===== config.mk =====
export PLATFORM = sky130hd
export DESIGN_NAME = fnn_layer_sequencer
export DESIGN_NICKNAME = d
export VERILOG_FILES = /design/src/rtl/fnn_pkg.sv /design/src/rtl/fnn_acc_counter.sv /design/src/rtl/fnn_layer_sequencer.sv
export SDC_FILE = /design/constraint.sdc
export NUM_CORES = 1
export LEC_CHECK = 0
export ABC_CLOCK_PERIOD_IN_PS = 2550
export BUFFER_PORTS_ARGS = -buffer_cell sky130_fd_sc_hd__buf_2
export CAP_MARGIN = 15
export CORE_MARGIN = 2
export CORE_UTILIZATION = 35
export DETAILED_ROUTE_END_ITERATION = 8
export PLACE_DENSITY_LB_ADDON = 0.1
export SLEW_MARGIN = 20
export SYNTH_ARGS = -nofsm -noshare
export SYNTH_HDL_FRONTEND = slang
export SYNTH_SLANG_ARGS = --single-unit

===== constraint.sdc =====
create_clock -name clk -period 2.55 [get_ports clk]
set_clock_uncertainty 0.05 [all_clocks]
set_input_delay 0.255 -clock clk [delete_from_list [all_inputs] [get_ports clk]]
set_output_delay 0.255 -clock clk [all_outputs]
set_load 0.005 [all_outputs]

===== src/rtl/fnn_pkg.sv =====
// Shared constants for the FNN layer sequencer: state encodings, default
// geometry and the datapath operand-select encodings.
package fnn_pkg;

    localparam int FNN_N_SAMPLES = 750;
    localparam int FNN_N_LAYERS  = 3;
    localparam int FNN_ADDR_W    = 10;

    typedef enum logic [2:0] {
        S_IDLE     = 3'd0,
        S_FETCH    = 3'd1,
        S_LAYER    = 3'd2,
        S_CLASSIFY = 3'd3,
        S_DONE     = 3'd4
    } fnn_state_e;

    // Plain-vector aliases so the state register stays a simple logic flop.
    localparam logic [2:0] ST_IDLE     = S_IDLE;
    localparam logic [2:0] ST_FETCH    = S_FETCH;
    localparam logic [2:0] ST_LAYER    = S_LAYER;
    localparam logic [2:0] ST_CLASSIFY = S_CLASSIFY;
    localparam logic [2:0] ST_DONE     = S_DONE;

    localparam logic SRC_INPUT = 1'b0;
    localparam logic SRC_PREV  = 1'b1;

endpackage


===== src/rtl/fnn_acc_counter.sv =====
// Saturating counter of correct predictions; clr wins over inc and the
// count sticks at all-ones instead of wrapping.
module fnn_acc_counter
    import fnn_pkg::*;
#(
    parameter int W = FNN_ADDR_W
) (
    input  logic         clk,
    input  logic         rst,
    input  logic         clr,
    input  logic         inc,
    output logic [W-1:0] count
);

    logic [W-1:0] count_q, count_d;

    always_comb begin
        count_d = count_q;
        if (clr) begin
            count_d = '0;
        end else if (inc && (count_q != {W{1'b1}})) begin
            count_d = count_q + W'(1);
        end
    end

    always_ff @(posedge clk or posedge rst) begin
        if (rst) begin
            count_q <= '0;
        end else begin
            count_q <= count_d;
        end
    end

    assign count = count_q;

endmodule


===== src/rtl/fnn_layer_sequencer.sv =====
// Control FSM stepping samples through fetch, per-layer evaluation and
// classification. Accuracy counting is built only with FNN_ACC_COUNT_EN.
module fnn_layer_sequencer
    import fnn_pkg::*;
#(
    parameter int N_SAMPLES = FNN_N_SAMPLES,
    parameter int N_LAYERS  = FNN_N_LAYERS,
    parameter int ADDR_W    = FNN_ADDR_W
) (
    input  logic                clk,
    input  logic                rst,
    input  logic                start,
    input  logic                mem_ack,
    input  logic                eq,
    output logic                mem_rd,
    output logic [ADDR_W-1:0]   mem_addr,
    output logic                ld_inp,
    output logic [1:0]          sel_layer,
    output logic [N_LAYERS-1:0] ld_layer,
    output logic                sel_src,
    output logic                busy,
    output logic                done,
    output logic [ADDR_W-1:0]   correct_cnt,
    output logic [2:0]          state_dbg
);

    localparam logic [1:0]        LAST_LAYER  = 2'(N_LAYERS - 1);
    localparam logic [ADDR_W-1:0] LAST_SAMPLE = ADDR_W'(N_SAMPLES - 1);

    logic [2:0]        state_q, state_d;
    logic [ADDR_W-1:0] sample_idx_q, sample_idx_d;
    logic [1:0]        layer_idx_q, layer_idx_d;

    // Memory handshake: mem_rd stays high for the whole FETCH state and the
    // transfer completes in the cycle mem_ack is seen high, which is also the
    // cycle ld_inp captures the data. mem_ack in any other state is ignored.
    always_comb begin
        state_d      = state_q;
        sample_idx_d = sample_idx_q;
        layer_idx_d  = layer_idx_q;
        case (state_q)
            ST_IDLE: begin
                if (start) begin
                    state_d      = ST_FETCH;
                    sample_idx_d = '0;
                    layer_idx_d  = '0;
                end
            end
            ST_FETCH: begin
                if (mem_ack) begin
                    state_d     = ST_LAYER;
                    layer_idx_d = '0;
                end
            end
            ST_LAYER: begin
                if (layer_idx_q == LAST_LAYER) begin
                    state_d     = ST_CLASSIFY;
                    layer_idx_d = '0;
                end else begin
                    layer_idx_d = layer_idx_q + 2'd1;
                end
            end
            ST_CLASSIFY: begin
                if (sample_idx_q == LAST_SAMPLE) begin
                    state_d = ST_DONE;
                end else begin
                    state_d      = ST_FETCH;
                    sample_idx_d = sample_idx_q + ADDR_W'(1);
                end
            end
            ST_DONE: begin
                state_d = ST_IDLE;
            end
            default: begin
                state_d = ST_IDLE;
            end
        endcase
    end

    always_ff @(posedge clk or posedge rst) begin
        if (rst) begin
            state_q      <= ST_IDLE;
            sample_idx_q <= '0;
            layer_idx_q  <= '0;
        end else begin
            state_q      <= state_d;
            sample_idx_q <= sample_idx_d;
            layer_idx_q  <= layer_idx_d;
        end
    end

    always_comb begin
        mem_rd    = (state_q == ST_FETCH);
        ld_inp    = (state_q == ST_FETCH) && mem_ack;
        sel_layer = (state_q == ST_LAYER) ? layer_idx_q : 2'd0;
        sel_src   = ((state_q == ST_LAYER) && (layer_idx_q != 2'd0)) ? SRC_PREV : SRC_INPUT;
        busy      = (state_q == ST_FETCH) || (state_q == ST_LAYER) || (state_q == ST_CLASSIFY);
        done      = (state_q == ST_DONE);
        ld_layer  = '0;
        for (int i = 0; i < N_LAYERS; i++) begin
            ld_layer[i] = (state_q == ST_LAYER) && (layer_idx_q == 2'(i));
        end
    end

    assign mem_addr  = sample_idx_q;
    assign state_dbg = state_q;

`ifdef FNN_ACC_COUNT_EN
    logic acc_clr;
    logic acc_inc;

    assign acc_clr = (state_q == ST_IDLE) && start;
    assign acc_inc = (state_q == ST_CLASSIFY) && eq;

    fnn_acc_counter #(
        .W(ADDR_W)
    ) u_acc (
        .clk   (clk),
        .rst   (rst),
        .clr   (acc_clr),
        .inc   (acc_inc),
        .count (correct_cnt)
    );
`else
    logic eq_unused;

    assign eq_unused   = eq;
    assign correct_cnt = '0;
`endif

endmodule

== Word-level counts from Yosys, hierarchy flattened ==
Index checks and enable logic that the tools add are counted.

* Reductions and logical operators: 15
* Muxes and demuxes: 14
* Equality and inequality tests: 11
* $add $sub $neg: 2

{| class="wikitable"
|+ Operators by type and width
! kind !! count
|-
| $mux W10 || 2
|-
| $pmux W10 S2 || 1
|-
| $mux W3 || 4
|-
| $pmux W3 S4 || 1
|-
| $add A10 B1 Y10 const B || 1
|-
| $eq A10 B10 Y1 const B || 1
|-
| $reduce_and A3 Y1 || 3
|-
| $mux W2 || 4
|-
| $eq A3 B2 Y1 const B || 2
|-
| $ne A2 B2 Y1 const B || 3
|-
| $pmux W2 S3 || 1
|-
| $logic_and A1 B1 Y1 || 5
|-
| $reduce_bool A2 Y1 || 2
|-
| $eq A3 B1 Y1 const B || 1
|-
| $eq A3 B3 Y1 const B || 1
|-
| $logic_not A3 Y1 || 1
|-
| $reduce_bool A3 Y1 || 1
|-
| $add A2 B1 Y2 const B || 1
|-
| $eq A2 B1 Y1 const B || 1
|-
| $eq A2 B2 Y1 const B || 1
|-
| $logic_not A2 Y1 || 1
|-
| $logic_or A1 B1 Y1 || 2
|-
| $ne A2 B1 Y1 const B || 1
|-
| $mux W1 || 1
|}

* Output and inout port bits: 33
* Word-level logic and storage cells: 45
* Input port bits: 5
* Flip-flop bits (word level): 15

== Logic depth before layout (Yosys ltp) ==
Gate-level depths: netlist (run 1).

* Depth after elaboration: 3
* Depth in mapped cells: 6
* Mapped depth without buffers: 6

== Worst setup path before layout (run 1) ==
No wires, ideal clock.

* Path kind: reg2reg
* Start: register sample_idx_q[0], in the netlist mem_addr[0]
* End: register sample_idx_q[5], in the netlist mem_addr[5]
* Clock period less this slack: 1.646 ns
* Stages on the path, launching flop included: 6
* Buffers on the path: 0
* Required time: 2.374 ns
* Setup time: 0.126 ns
* Data arrival time: 1.470 ns
* Path slack: 0.904 ns
* Cells stage by stage: dfrtp_1 ha_1 and3b_4 a31oi_4 o21ai_4 a221o_1

* Cells in the longest elaborated chain, start to end: 3
* Elaborated cells between the ends (all ways): 6
* Those cells by class: add/sub: 1; eq/ne: 2; mux: 2; reduce/logical: 1

{| class="wikitable"
|+ Ends and longest elaborated chain
! what !! line !! text
|-
| from (decl) || fnn_layer_sequencer.sv:31 || <nowiki>logic [ADDR_W-1:0] sample_idx_q, sample_idx_d;</nowiki>
|-
| from (signal assigned) || fnn_layer_sequencer.sv:87 || <nowiki>sample_idx_q <= sample_idx_d;</nowiki>
|-
| $add A10 B1 Y10 or $eq A10 B10 Y1 (tied branches) || fnn_layer_sequencer.sv:68, fnn_layer_sequencer.sv:64 ||
|-
| $mux W10 or $ne A2 B2 Y1 (tied branches) || -- ||
|-
| $pmux W10 S2 or $reduce_and A3 Y1 (tied branches) || -- ||
|}

Parallel ways exist; a longest one is shown, timed or not. The select of a mux whose other input is x is not followed.
A chain may end at the register's enable or synchronous reset.

== Worst setup path after layout (run 1) ==
* Start: register state_q[0], in the netlist state_dbg[0]
* End: register sample_idx_q[1], in the netlist mem_addr[1]

* Cells in the longest elaborated chain, start to end: 3
* Elaborated cells between the ends (all ways): 7
* Those cells by class: eq/ne: 3; mux: 1; reduce/logical: 3

{| class="wikitable"
|+ Ends and longest elaborated chain
! what !! line !! text
|-
| from (decl) || fnn_layer_sequencer.sv:30 || <nowiki>logic [2:0] state_q, state_d;</nowiki>
|-
| from (signal assigned) || fnn_layer_sequencer.sv:86 || <nowiki>state_q <= state_d;</nowiki>
|-
| $eq A3 B2 Y1 or $logic_not A3 Y1 (tied branches) || fnn_layer_sequencer.sv:41 || <nowiki>case (state_q)</nowiki>
|-
| $ne A2 B2 Y1 (no line) or $reduce_bool A2 Y1 (tied branches) || -- ||
|-
| $reduce_and A3 Y1 (no line) || -- ||
|}

Parallel ways exist; a longest one is shown, timed or not.

==> flow_summary_export.csv, run 1 <==
group,metric,value,unit
timing,final_hold_viol_count,0,
synthesis,syn_area,1070,sq um
timing,rsz0062_at_grt,"no",
final_layout,antenna_cells,0,
timing,tns,0,ns
routing,drc,0,
worst_setup_path,worstSetupEndpointType,"register",
synthesis,synth_cells,121,
final_layout,final_common_cell,"buf_2",
placement,gp_congestion,0.730,
cts,cts_max_path_buffers,2,
routing,wl,2.28,mm
synthesis,synth_edf_count,0,
cts,cts.sinks,15,
global_route,grt_max_degree,16,
routing,first_pass_iters,4,
final_layout,area_growth,12.5,%
timing,relSlewSlack,0.591,
synthesis,ys_seq_area_frac,0.350,
final_layout,drive_above_1_share,0.288,
routing,ant_nets,0,
routing,wl_per_cell,12.7,microns
pwr,leakagePower,0.653,nW
final_layout,fill_cells,336,
final_layout,nets,154,
synthesis,ys_dominant_reg_cell,"dfrtp_1",
global_route,grt_first_pass_wirelength,3.80,mm
floorplan,chipWidth,59.4,microns
global_route,antenna_found_initial,0,
synthesis,async_reset_ff_frac,1.00,
floorplan,pin_count,38,
placement,dpl.hpwl,1.70,mm
routing,avgViaCountPerCell,5.02,
min_path,hold_class,"input port to register",
placement,port_buffers,26,
floorplan,initial_core_util,0.360,
synthesis,ys_seq_elements,15,
cts,ctsResizeCount,0,
timing,setup_violations,0,
global_route,globalRoute.totalOverflow,0,
floorplan,row_count,20,
synthesis,syn_area_per_cell,8.86,sq um
cts,path_clk_slew,0.09,ns
timing,worstMarginPinSlew,0.614,ns
worst_setup_path,crit_fanout,15,
cts,cts_setup_buffers,0,
synthesis,synth.distinct_cells,47,
worst_setup_path,crit_path_start_kind,"register",
global_route,grt_usage,0.142,
worst_setup_path,cp.arrival,1.95,ns
routing,drt_iter0_markers,14,
pwr,peakVddDrop,0.362,mV
placement,dp.cells,174,
worst_setup_path,cp.required,2.67,ns
timing,max_freq,0.547,GHz
synthesis,synth_warnings,0,
min_path,worstHoldPathCells,4,
flow_run,drv_cap,0,
timing,maxSlewViolCount,0,
cts,ctsRootBufferMaster,"clkbuf_4",
pwr,p_per_area,769,nW/um^2
worst_setup_path,critPathKind,"register to register",
floorplan,fp.dieH,59.4,microns
cts,cts_buffers,3,
global_route,grt_pass1_vias,785,
floorplan,die-area,3520,sq um
final_layout,layout.cells.non_filler,179,
cts,htreeDepth,1,
cts,cts_tree,"built",
cts,clk-insertion-delay-late,0.28,ns
timing,fin_crit,1.83,ns
worst_setup_path,worst_r2r_path_depth,4,
floorplan,coreArea,2980,sq um
final_layout,layout_common_cells,"buf_2, dfrtp_1, nor2_1",
routing,vias,898,
run_status,outcome,"complete, no violations",
timing,finalCritPeriodShare,0.717,
[area by class of cell]
class,instances,area [sq um],area share
Timing Repair Buffer,27,140,0.116
Inverter,7,26.3,0.0218
Multi-Input combinational cell,93,597,0.495
Tap cell,33,41.3,0.0342
Clock buffer,4,26.3,0.0218
Sequential cell,15,375,0.311
[state kept, by name, summed over array words and instances (netlist names)]
name	flops
mem_addr	10
state_dbg	3
layer_idx_q	2
[cell families after synthesis]
logic type / synth area share
and+or+nand+nor: 0.263
AOI/OAI and AO/OA: 0.188
buffers and inverters: 0.125
DFF: 0.350
muxes: 0.0397
adders and majority gates: 0.0233
other: 0.00350
xor gates and xnor gates: 0.00817
[per-layer routing]
layer,up-vias,share of wire,track usage
li1,458,-,-
met3,2,0.051,0.0459
met2,25,0.45,0.215
met1,413,0.49,0.199
met4,0,0.0044,0.0292
met5,-,0,0
[critical path, cell delays in order (launching register included)]
cell and delay [ns]:
dfrtp_1 0.64, nor2_1 0.11, and2_0 0.24, o21ai_4 0.31, mux2_1 0.35
[cell usage after synthesis (all sizes together) (3+ instances only)]
cell,instances,area (sq um)
nand2,12,47.6
a21o,3,22.5
buf,15,108
a31oi,3,33.8
inv,7,26.3
and2,4,26.3
dfrtp,15,375
nor2,12,45.0
nand3,6,30.0
nor3,5,25.0
a21oi,3,15.0
o21ai,3,26.3
[through the flow]
stage          hold WS (ns)   util  instance area (sq um)  setup WS (ns)  total power [mW]
6_report              0.299  0.405                   1210          0.723             0.928
2_1_floorplan         0.106      -                   1110          0.904             0.687
4_1_cts               0.286  0.405                   1210          0.717             0.944
5_1_grt               0.311  0.405                   1210          0.560              1.02
3_5_place_dp          0.311  0.393                   1170          0.732             0.801
3_3_place_gp          0.321  0.393                   1170          0.754             0.790
[power breakdown]
part | switching, mW | total [mW] | internal (mW)
combinational | 0.222 | 0.402 | 0.180
sequential | 0.106 | 0.388 | 0.282
clock | 0.0771 | 0.138 | 0.0607
total | 0.405 | 0.928 | 0.523
[path summary, 6_finish.rpt]
path	from	endpoint	slack (ns)
worst max-delay path	state_dbg[0]$_DFFE_PP0P_	mem_addr[1]$_DFFE_PP0P_	0.72
worst min-delay path	mem_ack	state_dbg[0]$_DFFE_PP0P_	0.30
worst max register to register	state_dbg[0]$_DFFE_PP0P_	mem_addr[1]$_DFFE_PP0P_	0.72
worst min register to register	mem_addr[4]$_DFFE_PP0P_	mem_addr[4]$_DFFE_PP0P_	0.55
max in group asynchronous	rst	mem_addr[3]$_DFFE_PP0P_	1.52
min in group asynchronous	rst	mem_addr[9]$_DFFE_PP0P_	0.53
[repair_timing]
action / in CTS / in global routing
hold endpoints to repair: 15 / 0
hold buffers: 1 / 0
endpoints found under the setup margin: 0 / 0
Note: power is estimated with default switching activity, not from simulation.
==> run 2, diff against run 1 <==
ABC_CLOCK_PERIOD_IN_PS = 1700   (was 2550)
clock period = 1.7 ns   (was 2.55 ns; I/O delays follow)
==> run 2 against run 1 <==
Critical path depth up 2. Core utilization up 5.8 points. Via count up 12%. Register-to-register slack worse by 0.70 ns. Highest routed layer unchanged. Largest power group unchanged. Setup slack worse by 0.70 ns.
==> flow_summary_export.csv, run 2 (synthesis gave the netlist of run 1 again) <==
group,metric,value,unit
run_status,outcome,"complete, no violations",
routing,ant_nets,0,
placement,dpl.hpwl,1.96,mm
cts,htreeDepth,1,
worst_setup_path,regToRegSetupSlack,0.02,ns
timing,finalCritPeriodShare,0.986,
worst_setup_path,worst_r2r_path_depth,6,
timing,relSlewSlack,0.585,
worst_setup_path,crit_fanout,6,
routing,wl,2.62,mm
cts,clk-insertion-delay-late,0.29,ns
cts,ctsRootBufferMaster,"clkbuf_4",
timing,tns,0,ns
worst_setup_path,r2r_end,"mem_addr[3]$_DFFE_PP0P_",
routing,vias,1005,
final_layout,layout_common_cells,"buf_2, buf_4, dfrtp_1",
min_path,hold_class,"input port to register",
floorplan,coreArea,2980,sq um
timing,final_hold_viol_count,0,
pwr,peakVddDrop,0.556,mV
floorplan,initial_core_util,0.360,
worst_setup_path,worstReg2RegStart,"mem_addr[0]$_DFFE_PP0P_",
global_route,grt_usage,0.158,
final_layout,nets,175,
routing,drc,0,
min_path,worstHoldPathCells,4,
min_path,hold_end,"state_dbg[0]$_DFFE_PP0P_",
global_route,grt_max_degree,16,
routing,avgViaCountPerCell,5.03,
worst_setup_path,cp.arrival,1.81,ns
cts,cts_tree,"built",
flow_run,drv_cap,0,
worst_setup_path,crit_path_start_kind,"register",
cts,cts_max_path_buffers,2,
timing,max_freq,0.597,GHz
global_route,globalRoute.totalOverflow,0,
cts,cts_buffers,3,
pwr,p_per_area,1190,nW/um^2
floorplan,row_count,20,
timing,rsz0062_at_grt,"yes",
routing,first_pass_iters,4,
cts,path_clk_slew,0.10,ns
final_layout,largest_reg_flops,10,
placement,port_buffers,26,
timing,fin_crit,1.68,ns
routing,wl_per_cell,13.1,microns
floorplan,chipWidth,59.4,microns
routing,drt_iter0_markers,44,
floorplan,pin_count,38,
pwr,leakagePower,0.762,nW
floorplan,fp.dieH,59.4,microns
final_layout,drive_above_1_share,0.407,
final_layout,area_growth,28.6,%
timing,worstMarginPinSlew,0.621,ns
global_route,antenna_found_initial,0,
final_layout,antenna_cells,0,
cts,cts.sinks,15,
worst_setup_path,worstSetupEndpointType,"register",
timing,setup_violations,0,
final_layout,final_common_cell,"buf_2",
final_layout,final_util,0.463,
worst_setup_path,cp.required,1.84,ns
timing,maxSlewViolCount,0,
placement,gp_congestion,0.809,
floorplan,die-area,3520,sq um
pwr,power,1.64,mW
worst_setup_path,critPathKind,"register to register",
final_layout,fill_cells,312,
global_route,grt_first_pass_wirelength,4.22,mm
min_path,hp-start,"mem_ack",
timing,holdWs,0.206,ns
global_route,grt_pass1_vias,932,
## run 2: changes by cell type in the layout (fill, tap and decap cells not counted), sizes merged
cell  change
buf      +21
## run 2: what timing repair did
item,4_1_cts,5_1_grt
resized for setup,0,5
endpoints found under the hold margin,15,0
setup endpoints to repair,0,9
setup buffers,0,4
hold buffers,1,0
## run 2: how the worst max path moves through the flow
stage | startpoint | to | slack [ns]
3_3_place_gp | mem_addr[1]$_DFFE_PP0P_ | mem_addr[1]$_DFFE_PP0P_ | 0.04
5_1_grt | state_dbg[2]$_DFFE_PP0P_ | ld_layer[2] | -0.03
6_report | mem_addr[0]$_DFFE_PP0P_ | mem_addr[3]$_DFFE_PP0P_ | 0.02
4_1_cts | state_dbg[0]$_DFFE_PP0P_ | ld_layer[1] | 0.02
3_5_place_dp | mem_addr[1]$_DFFE_PP0P_ | mem_addr[1]$_DFFE_PP0P_ | 0.04
2_1_floorplan | mem_addr[0]$_DFFE_PP0P_ | mem_addr[5]$_DFFE_PP0P_ | 0.05
## run 2: metal layers
metal | share of wire | GRT usage
met4 | 0.0073 | 0.0584
met2 | 0.44 | 0.251
met3 | 0.036 | 0.0197
met1 | 0.52 | 0.217
met5 | 0 | 0
## run 2: cell type report
type	count	area [sq um]	share of cell area
Tap cell	33	41.3	0.0299
Multi-Input combinational cell	93	611	0.443
Sequential cell	15	377	0.273
Inverter	7	26.3	0.0191
Clock buffer	4	26.3	0.0191
Timing Repair Buffer	48	298	0.216
## run 2: power breakdown
part	leakage (nW)	internal (mW)	switching (mW)
Combinational	0.546	0.442	0.462
Clock	0.0150	0.0912	0.131
Sequential	0.201	0.427	0.0836
## run 2: metrics by stage
stage / instances / worst slack, ns / area, sq um
after detailed placement: 191 / 0.0352 / 1300
after global routing: 200 / -0.0328 / 1380
after CTS: 196 / 0.0166 / 1330
after global placement: 191 / 0.0439 / 1300
after floorplan: 130 / 0.0542 / 1110
final: 200 / 0.0241 / 1380
## run 2: critical path, stage by stage, from the launching register on
cell     delay (ns)
dfrtp_1        0.40
ha_2           0.18
and3b_4        0.20
a31oi_4        0.19
o21ai_4        0.12
buf_4          0.16
a211o_1        0.27
